<file path="src/rtl/rtc_bus_sequencer.sv">
// rtc_bus_sequencer: owns the RTC multiplexed address/data bus and drives the
// AD/CS/RD/WR strobes for N_CH requesters (time read, time set, alarm set, ...).
// Each transaction runs ADDR -> DATA -> GAP with programmable phase lengths.
// Every output is registered; output values are decoded from the next state.
//
// Build option: define RTC_BUS_FIXED_PRIO_EN to replace round-robin arbitration
// with fixed priority (lowest channel index wins, no rotating pointer).

module rtc_bus_sequencer #(
  parameter int unsigned N_CH   = 2,
  parameter int unsigned AW     = 8,
  parameter int unsigned DW     = 8,
  parameter int unsigned T_ADDR = 4,
  parameter int unsigned T_DATA = 4,
  parameter int unsigned T_GAP  = 2
) (
  input  logic              clk,
  input  logic              reset_n,
  input  logic [N_CH-1:0]   req,
  input  logic [N_CH-1:0]   we,
  input  logic [N_CH*AW-1:0] addr,
  input  logic [N_CH*DW-1:0] wdata,
  output logic [N_CH-1:0]   gnt,
  output logic [N_CH-1:0]   done,
  output logic [DW-1:0]     rdata,
  output logic              busy,
  output logic [DW-1:0]     ad_out,
  output logic              ad_oe,
  input  logic [DW-1:0]     ad_in,
  output logic              ad_n,
  output logic              cs_n,
  output logic              rd_n,
  output logic              wr_n
);

  // Longest phase decides the down-counter width; it counts from T-1 to 0.
  localparam int unsigned TMAX_AD = (T_ADDR > T_DATA) ? T_ADDR : T_DATA;
  localparam int unsigned TMAX    = (TMAX_AD > T_GAP) ? TMAX_AD : T_GAP;
  localparam int unsigned CW      = (TMAX > 1) ? $clog2(TMAX) : 1;
  localparam int unsigned CHW     = (N_CH > 1) ? $clog2(N_CH) : 1;

  typedef enum logic [1:0] {
    StIdle,
    StAddr,
    StData,
    StGap
  } state_e;

  state_e            state_q, state_d;
  logic [CW-1:0]     cnt_q, cnt_d;
  logic [N_CH-1:0]   sel_q, sel_d;    // one-hot owner of the current transaction
  logic              we_q, we_d;
  logic [AW-1:0]     addr_q, addr_d;
  logic [DW-1:0]     wdata_q, wdata_d;

  logic [N_CH-1:0]   gnt_q, gnt_d;
  logic [N_CH-1:0]   done_q, done_d;
  logic [DW-1:0]     rdata_q, rdata_d;
  logic              busy_q, busy_d;
  logic [DW-1:0]     ad_out_q, ad_out_d;
  logic              ad_oe_q, ad_oe_d;
  logic              ad_n_q, ad_n_d;
  logic              cs_n_q, cs_n_d;
  logic              rd_n_q, rd_n_d;
  logic              wr_n_q, wr_n_d;

  // Arbitration result for the current cycle
  logic              win_valid;
  logic [N_CH-1:0]   win_sel;
  logic              win_we;
  logic [AW-1:0]     win_addr;
  logic [DW-1:0]     win_wdata;

`ifndef RTC_BUS_FIXED_PRIO_EN
  logic [CHW-1:0]    ptr_q, ptr_d;
  logic [CHW-1:0]    win_idx;
`endif

`ifdef RTC_BUS_FIXED_PRIO_EN
  // Fixed priority: the lowest requesting index wins.
  always_comb begin
    win_valid = 1'b0;
    win_sel   = '0;
    win_we    = 1'b0;
    win_addr  = '0;
    win_wdata = '0;
    for (int unsigned i = 0; i < N_CH; i++) begin
      if (!win_valid && req[i]) begin
        win_valid  = 1'b1;
        win_sel[i] = 1'b1;
        win_we     = we[i];
        win_addr   = addr[i*AW +: AW];
        win_wdata  = wdata[i*DW +: DW];
      end
    end
  end
`else
  // Round-robin: first search indices at or above the pointer, then wrap to the rest.
  always_comb begin
    win_valid = 1'b0;
    win_sel   = '0;
    win_we    = 1'b0;
    win_addr  = '0;
    win_wdata = '0;
    win_idx   = '0;
    for (int unsigned i = 0; i < N_CH; i++) begin
      if (!win_valid && req[i] && (CHW'(i) >= ptr_q)) begin
        win_valid  = 1'b1;
        win_sel[i] = 1'b1;
        win_we     = we[i];
        win_addr   = addr[i*AW +: AW];
        win_wdata  = wdata[i*DW +: DW];
        win_idx    = CHW'(i);
      end
    end
    for (int unsigned i = 0; i < N_CH; i++) begin
      if (!win_valid && req[i]) begin
        win_valid  = 1'b1;
        win_sel[i] = 1'b1;
        win_we     = we[i];
        win_addr   = addr[i*AW +: AW];
        win_wdata  = wdata[i*DW +: DW];
        win_idx    = CHW'(i);
      end
    end
  end
`endif

  // Next-state logic: phase sequencing, transaction latching, gnt/done/rdata.
  always_comb begin
    state_d = state_q;
    cnt_d   = cnt_q;
    sel_d   = sel_q;
    we_d    = we_q;
    addr_d  = addr_q;
    wdata_d = wdata_q;
    gnt_d   = '0;
    done_d  = '0;
    rdata_d = rdata_q;
`ifndef RTC_BUS_FIXED_PRIO_EN
    ptr_d   = ptr_q;
`endif
    unique case (state_q)
      StIdle: begin
        if (win_valid) begin
          state_d = StAddr;
          cnt_d   = CW'(T_ADDR - 1);
          sel_d   = win_sel;
          we_d    = win_we;
          addr_d  = win_addr;
          wdata_d = win_wdata;
          gnt_d   = win_sel;
`ifndef RTC_BUS_FIXED_PRIO_EN
          ptr_d   = (win_idx == CHW'(N_CH - 1)) ? '0 : win_idx + CHW'(1);
`endif
        end
      end
      StAddr: begin
        if (cnt_q == '0) begin
          state_d = StData;
          cnt_d   = CW'(T_DATA - 1);
        end else begin
          cnt_d = cnt_q - CW'(1);
        end
      end
      StData: begin
        if (cnt_q == '0) begin
          state_d = StGap;
          cnt_d   = CW'(T_GAP - 1);
          done_d  = sel_q;
          // Read data is taken on the edge that closes the last DATA cycle.
          if (!we_q) begin
            rdata_d = ad_in;
          end
        end else begin
          cnt_d = cnt_q - CW'(1);
        end
      end
      StGap: begin
        if (cnt_q == '0) begin
          state_d = StIdle;
        end else begin
          cnt_d = cnt_q - CW'(1);
        end
      end
      default: begin
        state_d = StIdle;
      end
    endcase
  end

  // Bus/strobe values for the upcoming cycle, decoded from the next state so they
  // can be registered without a cycle of lag.
  always_comb begin
    ad_n_d   = 1'b1;
    cs_n_d   = 1'b1;
    rd_n_d   = 1'b1;
    wr_n_d   = 1'b1;
    ad_oe_d  = 1'b0;
    ad_out_d = '0;
    busy_d   = (state_d != StIdle);
    unique case (state_d)
      StAddr: begin
        ad_n_d   = 1'b0;
        cs_n_d   = 1'b0;
        wr_n_d   = 1'b0;
        ad_oe_d  = 1'b1;
        ad_out_d = DW'(addr_d);
      end
      StData: begin
        cs_n_d = 1'b0;
        if (we_d) begin
          wr_n_d   = 1'b0;
          ad_oe_d  = 1'b1;
          ad_out_d = wdata_d;
        end else begin
          rd_n_d = 1'b0;
        end
      end
      default: begin
      end
    endcase
  end

  // State, latched transaction and registered outputs.
  always_ff @(posedge clk or negedge reset_n) begin
    if (!reset_n) begin
      state_q  <= StIdle;
      cnt_q    <= '0;
      sel_q    <= '0;
      we_q     <= 1'b0;
      addr_q   <= '0;
      wdata_q  <= '0;
      gnt_q    <= '0;
      done_q   <= '0;
      rdata_q  <= '0;
      busy_q   <= 1'b0;
      ad_out_q <= '0;
      ad_oe_q  <= 1'b0;
      ad_n_q   <= 1'b1;
      cs_n_q   <= 1'b1;
      rd_n_q   <= 1'b1;
      wr_n_q   <= 1'b1;
    end else begin
      state_q  <= state_d;
      cnt_q    <= cnt_d;
      sel_q    <= sel_d;
      we_q     <= we_d;
      addr_q   <= addr_d;
      wdata_q  <= wdata_d;
      gnt_q    <= gnt_d;
      done_q   <= done_d;
      rdata_q  <= rdata_d;
      busy_q   <= busy_d;
      ad_out_q <= ad_out_d;
      ad_oe_q  <= ad_oe_d;
      ad_n_q   <= ad_n_d;
      cs_n_q   <= cs_n_d;
      rd_n_q   <= rd_n_d;
      wr_n_q   <= wr_n_d;
    end
  end

`ifndef RTC_BUS_FIXED_PRIO_EN
  // Round-robin pointer: next channel to be favoured.
  always_ff @(posedge clk or negedge reset_n) begin
    if (!reset_n) begin
      ptr_q <= '0;
    end else begin
      ptr_q <= ptr_d;
    end
  end
`endif

  assign gnt    = gnt_q;
  assign done   = done_q;
  assign rdata  = rdata_q;
  assign busy   = busy_q;
  assign ad_out = ad_out_q;
  assign ad_oe  = ad_oe_q;
  assign ad_n   = ad_n_q;
  assign cs_n   = cs_n_q;
  assign rd_n   = rd_n_q;
  assign wr_n   = wr_n_q;

endmodule

</file>
<file path="config.mk">
export PLATFORM = sky130hd
export DESIGN_NAME = rtc_bus_sequencer
export DESIGN_NICKNAME = d
export VERILOG_FILES = /design/src/rtl/rtc_bus_sequencer.sv
export SDC_FILE = /design/constraint.sdc
export NUM_CORES = 1
export LEC_CHECK = 0
export BUFFER_PORTS_ARGS = -buffer_cell sky130_fd_sc_hd__clkbuf_2
export CAP_MARGIN = 20
export CORE_ASPECT_RATIO = 0.8
export CORE_MARGIN = 8
export CORE_UTILIZATION = 49
export CTS_BUF_LIST = sky130_fd_sc_hd__clkbuf_16
export CTS_CLUSTER_DIAMETER = 50
export CTS_CLUSTER_SIZE = 10
export DETAILED_ROUTE_END_ITERATION = 10
export PLACE_DENSITY_LB_ADDON = 0.08
export SLEW_MARGIN = 20
export SYNTH_ARGS = -nofsm -noshare
export SYNTH_HDL_FRONTEND = slang
export SYNTH_SLANG_ARGS = --single-unit
</file>
<file path="constraint.sdc">
create_clock -name clk -period 2.25 [get_ports clk]
set_input_delay 0.1125 -clock clk [delete_from_list [all_inputs] [get_ports clk]]
set_output_delay 0.1125 -clock clk [all_outputs]
set_load 0.005 [all_outputs]
</file>
**Yosys cells after proc, flatten, opt, wreduce, memory -nomap -nowiden**

Index checks and enable logic that the tools add are counted.

- Bitwise logic cells: 1
- Equality and inequality tests: 7
- Divide/modulo/power cells: 0
- $lt $le $gt $ge: 2
- Add/subtract/negate cells: 2
- Multiplexer cells: 51
- Shift-type cells: 0
- Reduce and logical (&&, ||, !) cells: 15
- Multiply operators: 0

Operator list:

| kind | count |
|---|---|
| 2-to-1 mux 8 bit | 13 |
| 2-to-1 mux 2 bit | 12 |
| 2-to-1 mux 1 bit | 21 |
| case mux 2 bit (4 select lines) | 2 |
| case mux 8 bit (2 select lines) | 1 |
| equality test 2 bit, second input constant | 3 |
| logical AND 1 bit | 5 |
| equality test 2 x 1 -> 1 bit, second input constant | 2 |
| zero test 2 bit | 2 |
| inequality test 2 bit, second input constant | 2 |
| case mux 1 bit (2 select lines) | 2 |
| AND reduction 2 bit | 2 |
| zero test 1 bit | 3 |
| AND reduction 3 bit | 1 |
| greater-or-equal comparator 1 bit, first input constant | 2 |
| nonzero test 2 bit | 1 |
| OR reduction 2 bit | 1 |
| subtractor 2 x 1 -> 2 bit, second input constant | 1 |
| adder 1 bit, second input constant | 1 |
| NOT 1 bit | 1 |

- Output and inout port bits: 26
- Memory bits (read-only): 0
- Memories: 0
- RAM bits: 0
- Bits of input ports: 46
- Bits in latches: 0
- Register bits after elaboration: 50

**Logic depth before layout (Yosys ltp)**

Gate-level depths: netlist (run 1).

- Depth in word-level cells: 18
- Gate-level depth with buffers: 10

**Worst setup path after synthesis (run 1)**

Ideal clock, no wire load.

- Kind: register -> register
- From: register state_q[0]
- To: register ad_out_q[4], in the netlist ad_out[4]
- Period minus slack after synthesis: 1.842 ns
- Slack: 0.408 ns
- Path buffers: 2
- Cell stages (with the launch flop): 9
- Data arrival time: 1.711 ns
- Cell sequence: dfrtp_1 buf_2 nand2b_1 o21ai_0 a21oi_1 ha_1 buf_1 nand2b_1 o2bb2ai_1

- Longest elaborated chain between the ends: 4

RTL lines:

| what | RTL line | text |
|---|---|---|
| start: declaration | 49 | `state_e state_q, state_d;` |
| start signal: assignment | 228 | `state_q <= StIdle;` |
| start signal: assignment | 245 | `state_q <= state_d;` |
| equality test 2 bit (tied with other cells) | 143 | `unique case (state_q)` |
| case mux 2 bit (4 select lines) * | 143 |  |
| net state_d[0] | 49 |  |
| equality test 2 bit or equality test 2 x 1 -> 1 bit (tied branches) | 202 | `unique case (state_d)` |
| case mux 8 bit (2 select lines) * | 202 |  |
| net ad_out_d[4] | 60 | `logic [DW-1:0] ad_out_q, ad_out_d;` |
| end signal: assignment | 255 | `ad_out_q <= ad_out_d;` |
| end: declaration | 60 |  |

Mark *: on every way through the listed nets, which the timed path passes. The rest lies on a longest branch.
A chain may end at the register's enable or synchronous reset.

**Worst setup path in the final report (run 1)**

- From: register cnt_q[0]
- To: register ad_out_q[6], in the netlist ad_out[6]

- Longest elaborated chain between the ends: 5

RTL lines:

| what | RTL line | text |
|---|---|---|
| start: declaration | 50 | `logic [CW-1:0] cnt_q, cnt_d;` |
| start signal: assignment | 246 | `cnt_q <= cnt_d;` |
| zero test 2 bit * | 159, 167, 180 |  |
| 2-to-1 mux 2 bit (on tied branches) | 180, 159, 167 |  |
| case mux 2 bit (4 select lines) * | 143 |  |
| net state_d[0] | 49 |  |
| equality test 2 bit or equality test 2 x 1 -> 1 bit (tied branches) | 202 |  |
| case mux 8 bit (2 select lines) * | 202 |  |
| net ad_out_d[6] | 60 |  |

Marked as above.

==> results of run 1 <==
## kinds of logic (layout without fill, tap and decap cells)
logic type,Yosys count,after routing,share of synthesized area (%)
AO/OA/AOI/OAI,41,41,16.30
XOR/XNOR,1,1,0.4135
adder cells (fa/ha/maj),5,5,2.953
buffers and inverters,23,101,5.788
flip-flops,50,50,59.30
multiplexers,9,9,4.726
AND/OR/NAND/NOR,36,36,10.51
## area by class of cell
cell class / count / area, µm²
fillers: 309 / 1474
flip-flops and latches: 50 / 1257
repair buffers: 78 / 410.4
inverters: 15 / 56.30
clock buffers: 5 / 125.1
clock inverters: 3 / 41.29
well taps: 57 / 71.32
multi-input cells: 92 / 742.0
## stage by stage
step	worst slack (ns)	total power [mW]
floorplan	0.4081	2.445
global placement	0.2967	2.844
detailed placement	0.1781	2.938
CTS	0.1527	3.778
global route	0.02656	4.043
finish	0.2137	3.757
## power by group through the flow
stage	Clock [mW]	Sequential, mW	Combinational, mW
2_1_floorplan	0	1.45	0.991
3_3_place_gp	0	1.49	1.35
3_5_place_dp	0	1.51	1.43
4_1_cts	0.848	1.50	1.43
5_1_grt	0.897	1.55	1.59
6_report	0.826	1.51	1.43
## registers in the layout, summed over array words and instances, names as in the netlist
name	cells
wr_n	1
ad_out	8
busy	1
addr_q	8
gnt	2
ad_n	1
wdata_q	8
cnt_q	2
done	2
sel_q	2
ad_oe	1
state_q	2
cs_n	1
we_q	1
rdata	8
ptr_q	1
rd_n	1
## worst max-delay path, cell delays in order (launching register included)
cell and delay, ns:
dfrtp_1 0.41, inv_1 0.08, ha_2 0.24, o21ai_0 0.11
a21oi_1 0.24, inv_1 0.11, ha_1 0.24, o211ai_2 0.19
nor2_1 0.14, o2bb2ai_1 0.16
## routing by layer
| layer | global-route usage, % | vias to the layer above |
|---|---|---|
| li1 | - | 754 |
| met1 | 21.83 | 808 |
| met2 | 27.89 | 64 |
| met3 | 4.362 | 11 |
| met4 | 7.169 | 0 |
| met5 | 0 | - |
## worst max path at each step
| stage | cells past startpoint | end | slack, ns | start |
|---|---|---|---|---|
| floorplan | 8 | ad_out[4] | 0.41 | state_q[0] |
| global placement | 9 | ad_out[5] | 0.30 | state_q[1] |
| detailed placement | 9 | ad_out[6] | 0.18 | cnt_q[0] |
| CTS | 9 | ad_out[6] | 0.15 | cnt_q[0] |
| global route | 8 | ad_out[6] | 0.03 | state_q[1] |
| finish | 9 | ad_out[6] | 0.21 | cnt_q[0] |
## cells in the final DEF, fill, tap and decap left out, drive strengths merged, types with 2 or more instances in the layout
master / Yosys / final
a221o: 5 / 5
o2bb2ai: 3 / 3
ha: 5 / 5
dfstp: 4 / 4
o21ai: 7 / 7
a21o: 2 / 2
buf: 8 / 6
a21oi: 5 / 5
and3: 6 / 6
a222oi: 8 / 8
a2bb2oi: 5 / 5
clkbuf: 0 / 76
and4b: 2 / 2
inv: 15 / 16
nand2b: 3 / 3
nand2: 6 / 6
dfrtp: 46 / 46
mux2: 8 / 8
a32oi: 3 / 3
nor3: 2 / 2
nor2: 13 / 13
## what timing repair did
action                                 4_1_cts  5_1_grt
gates resized for setup                      0        2
endpoints found under the hold margin       46        0
setup endpoints to repair                    0        3
buffers inserted                             0        2
hold buffers                                 1        0
==> flow_summary.ini, run 1 <==
[detailed_routing]
drt-initial-drc-count = 161
vias = 1637
ant_nets = 0
wl_met1_um = 2223
dr_wl_met3_um = 410
drcViolationCount = 0
viasPerCell = 5.457
routed_wl_um = 5171
top_layer = met4
dr.pass1.iters = 6
wl_met2_um = 2439
wl_per_cell_um = 17.24

[worst_hold_path]
min_from = ad_in[2]
whs_endpoint = rdata[2]
hold_class = in -> reg
holdPathStages = 2

[critical_path]
r2r_setup_slack_ns = 0.21
path_class = reg -> reg
path_max_fanout = 8
cp_data_arrival_time_ns = 2.18
cp.required_ns = 2.40
crit_path_end_kind = flip-flop
r2r-end = ad_out[6]
timing.rr.start = cnt_q[0]
critical_path.startpoint_type = flip-flop
ff2ff_path_depth = 9

[synthesis]
yosysTopAreaCell = dfrtp_1
synthTopCellsByArea = dfrtp_1, dfstp_2, mux2_2
synth_edf_count = 0
synth_top_cells_by_count = dfrtp_1, inv_1, nor2_1
synthFlopType = dfrtp_1
ys_ff_latch = 50
avgSynthCellArea_um2 = 12.84
synth.most_common_cell = dfrtp_1
async_flop_share_pct = 100.0
seq_area_frac_synth_pct = 59.30
netlist_instances = 165
yosysTopAreaCellShare_pct = 54.34
yosys_warnings = 0
synth_cell_types = 38
syn_area_um2 = 2118
syn_nets = 216

[clocking]
cts_root_buf = clkbuf_16
cts_buffer_depth = 2
clkSinkCount = 50
h-tree-depth = 2
path_clk_slew_ns = 0.06
numCtsBuffers = 5
clkLatencyLatePin_ns = 0.28
cts_tree = done

[placed_design]
numPortBuffers = 71
gp_congestion = 0.7941
dpl-instance-area_um2 = 2509
dp.cells = 289
hpwl_um = 3986

[global_routing]
grt.total_usage_pct = 17.34
grt_max_degree = 51
grt_first_pass_wirelength_um = 8742
grt_pass1_vias = 1804
antenna_found_initial = 0
grt_overflow = 0

[timing]
fin_worst_skew_ns = 0.003149
fin_crit_ns = 2.036
hold_viol = 0
tns_ns = 0
fmax_mhz = 491.1
tightest_slew_ns = 0.6995
period_share_pct = 90.50
setup_viol_count_final = 0
drv_slew = 0
slew_headroom_pct = 53.36
rsz0062_at_grt = false
whs_ns = 0.05700

[cells_and_area]
area_growth_pct = 27.64
drive_gt1_share_pct = 45.68
finalCoreUtilization_pct = 64.72
n_antenna_cell = 0
nets = 293
stdcell_area_um2 = 2704
fin_cells = 300

[floorplanning]
row_count = 21
dieArea_um2 = 6696
core-area_um2 = 4178
pin_count = 72
die_x_um = 89.51
initial_core_util_pct = 50.70
die_y_um = 74.81

[flow_run]
drv_cap = 0

[power]
internal_power_mw = 2.474
power_frac_comb_pct = 37.9
p_sw_share_pct = 34.15
p_per_area_nw_per_um2 = 1390
clock_power_share_pct = 22.0
vdd_ir_drop_max_uv = 803.5
p_seq_share_pct = 40.1
cellLeakagePower_nw = 1.425
switchingPower_mw = 1.283

[status]
status = completed
(Power assumes the default switching activity.)
==> run 2, diff against run 1 <==
==> constraint.sdc (replaced) <==
create_clock -name clk -period 2.25 [get_ports clk]
set_input_delay 0.45 -clock clk [delete_from_list [all_inputs] [get_ports clk]]
set_output_delay 0.45 -clock clk [all_outputs]
set_load 0.005 [all_outputs]
==> run 2 against run 1 <==
Effect of this change:
- total power is 2.4% lower
- maximum frequency is 0.30% lower
- non-clock buffer count stayed put
- final cell count is the same
- utilization shrank 0.30 points
- worst setup slack got worse by 0.0062 ns
- combinational power is essentially flat
- worst hold slack better by 0.11 ns
- clock skew hardly changed
- die area unchanged
- sequential share of layout area up 0.22 points
- critical path depth is 3 lower
==> flow_summary.ini, run 2 (synthesis results as in run 1) <==
[critical_path]
path_buf_inv = 1
timing.rr.start = state_q[1]
cp_data_arrival_time_ns = 2.20
path_class = reg -> reg
critical_path.startpoint_type = flip-flop
critPathTopFamily = compound AO/OA/AOI/OAI gates
ff2ff_path_depth = 6
critical_path.cell_chain = nor2_4 > buf_4 > and3_1 > a222oi_1 > a2bb2oi_1 > nor2_1
cp.required_ns = 2.41
path_max_fanout = 15
max_stage_delay_ns = 0.55
r2r_setup_slack_ns = 0.21
r2r-end = ad_out[2]
crit_path_end_kind = flip-flop
crit_path_top_delay_cell = dfrtp_1
critPathLaunch = state_q[1]

[timing]
drv_slew = 0
whs_ns = 0.1700
setup_viol_count_final = 0
fin_crit_ns = 2.042
tightest_slew_ns = 0.7030
fin_ws_ns = 0.2076
tns_ns = 0
fin_worst_skew_ns = 0.003017
hold_viol = 0
fmax_mhz = 489.6
slew_headroom_pct = 53.13
period_share_pct = 90.78
rsz0062_at_grt = false

[placed_design]
dpl-instance-area_um2 = 2521
hpwl_um = 4046
pre_cts_ws_ns = 0.1280
dp.cells = 289
numPortBuffers = 71
gp_congestion = 0.7813

[clocking]
path_clk_slew_ns = 0.06
cts_tree = done
clkLatencyLatePin_ns = 0.28
clkSinkCount = 50
cts_root_buf = clkbuf_16
cts_buffer_depth = 2
hold_buffers = 0
h-tree-depth = 2
numCtsBuffers = 5

[detailed_routing]
drcViolationCount = 0
drt-initial-drc-count = 106
routed_wl_um = 5269
dr.pass1.iters = 5
wl_per_cell_um = 17.56
vias = 1574
viasPerCell = 5.247
ant_nets = 0

[power]
vdd_ir_drop_max_uv = 663.3
p_total_mw = 3.667
p_per_area_nw_per_um2 = 1363
cellLeakagePower_nw = 1.416

[cells_and_area]
finalCoreUtilization_pct = 64.42
area_growth_pct = 27.05
fin_cells = 300
final_common_cell = clkbuf_2
mostFrequentLayoutCells = clkbuf_2, dfrtp_1, inv_1
stdcell_area_um2 = 2691
nets = 293
drive_gt1_share_pct = 46.50
n_antenna_cell = 0

[flow_run]
drv_cap = 0

[status]
status = completed

[worst_hold_path]
hold_class = in -> async

[global_routing]
antenna_found_initial = 0
grt_pass1_vias = 1782
grt_overflow = 0
grt_first_pass_wirelength_um = 8576
grt_max_degree = 28
grt.total_usage_pct = 17.12

[floorplanning]
pin_count = 72
row_count = 21
die_y_um = 74.81
core-area_um2 = 4178
die_x_um = 89.51
initial_core_util_pct = 50.70
dieArea_um2 = 6696
run 2: how the worst max path moves through the flow:
stage / slack, ns / depth (start not counted) / endpoint
global route: 0.05 / 9 / ad_out[3]
finish: 0.21 / 6 / ad_out[2]
floorplan: 0.41 / 9 / ad_out[4]
global placement: 0.27 / 10 / ad_out[5]
detailed placement: 0.13 / 10 / ad_out[5]
CTS: 0.12 / 9 / ad_out[5]
run 2: layout make-up:
class,count,area (µm²)
clock buffers,5,125.1
inverters,15,56.30
repair buffers,78,420.4
clock inverters,3,16.27
well taps,57,71.32
multi-input cells,92,744.5
flip-flops and latches,50,1257
fillers,328,1486
run 2: routing by layer:
layer,vias to the layer above,share of wire [%],global-route usage (%)
li1,748,-,-
met1,756,43,21.33
met2,62,48,27.48
met3,8,7.4,4.907
met4,0,1.4,6.801
met5,-,0,0
run 2: what timing repair did:
item                       in CTS  in global routing
setup endpoints to repair       0                  4
buffers inserted                0                  3
resized for setup               0                  3
run 2: report_power, final:
| group | total [mW] | switching (mW) | leakage, nW | internal, mW |
|---|---|---|---|---|
| Clock | 0.715 | 0.309 | 0.0672 | 0.406 |
| Sequential | 1.51 | 0.213 | 0.622 | 1.30 |
| Combinational | 1.44 | 0.774 | 0.727 | 0.668 |
| Total | 3.67 | 1.30 | 1.42 | 2.37 |
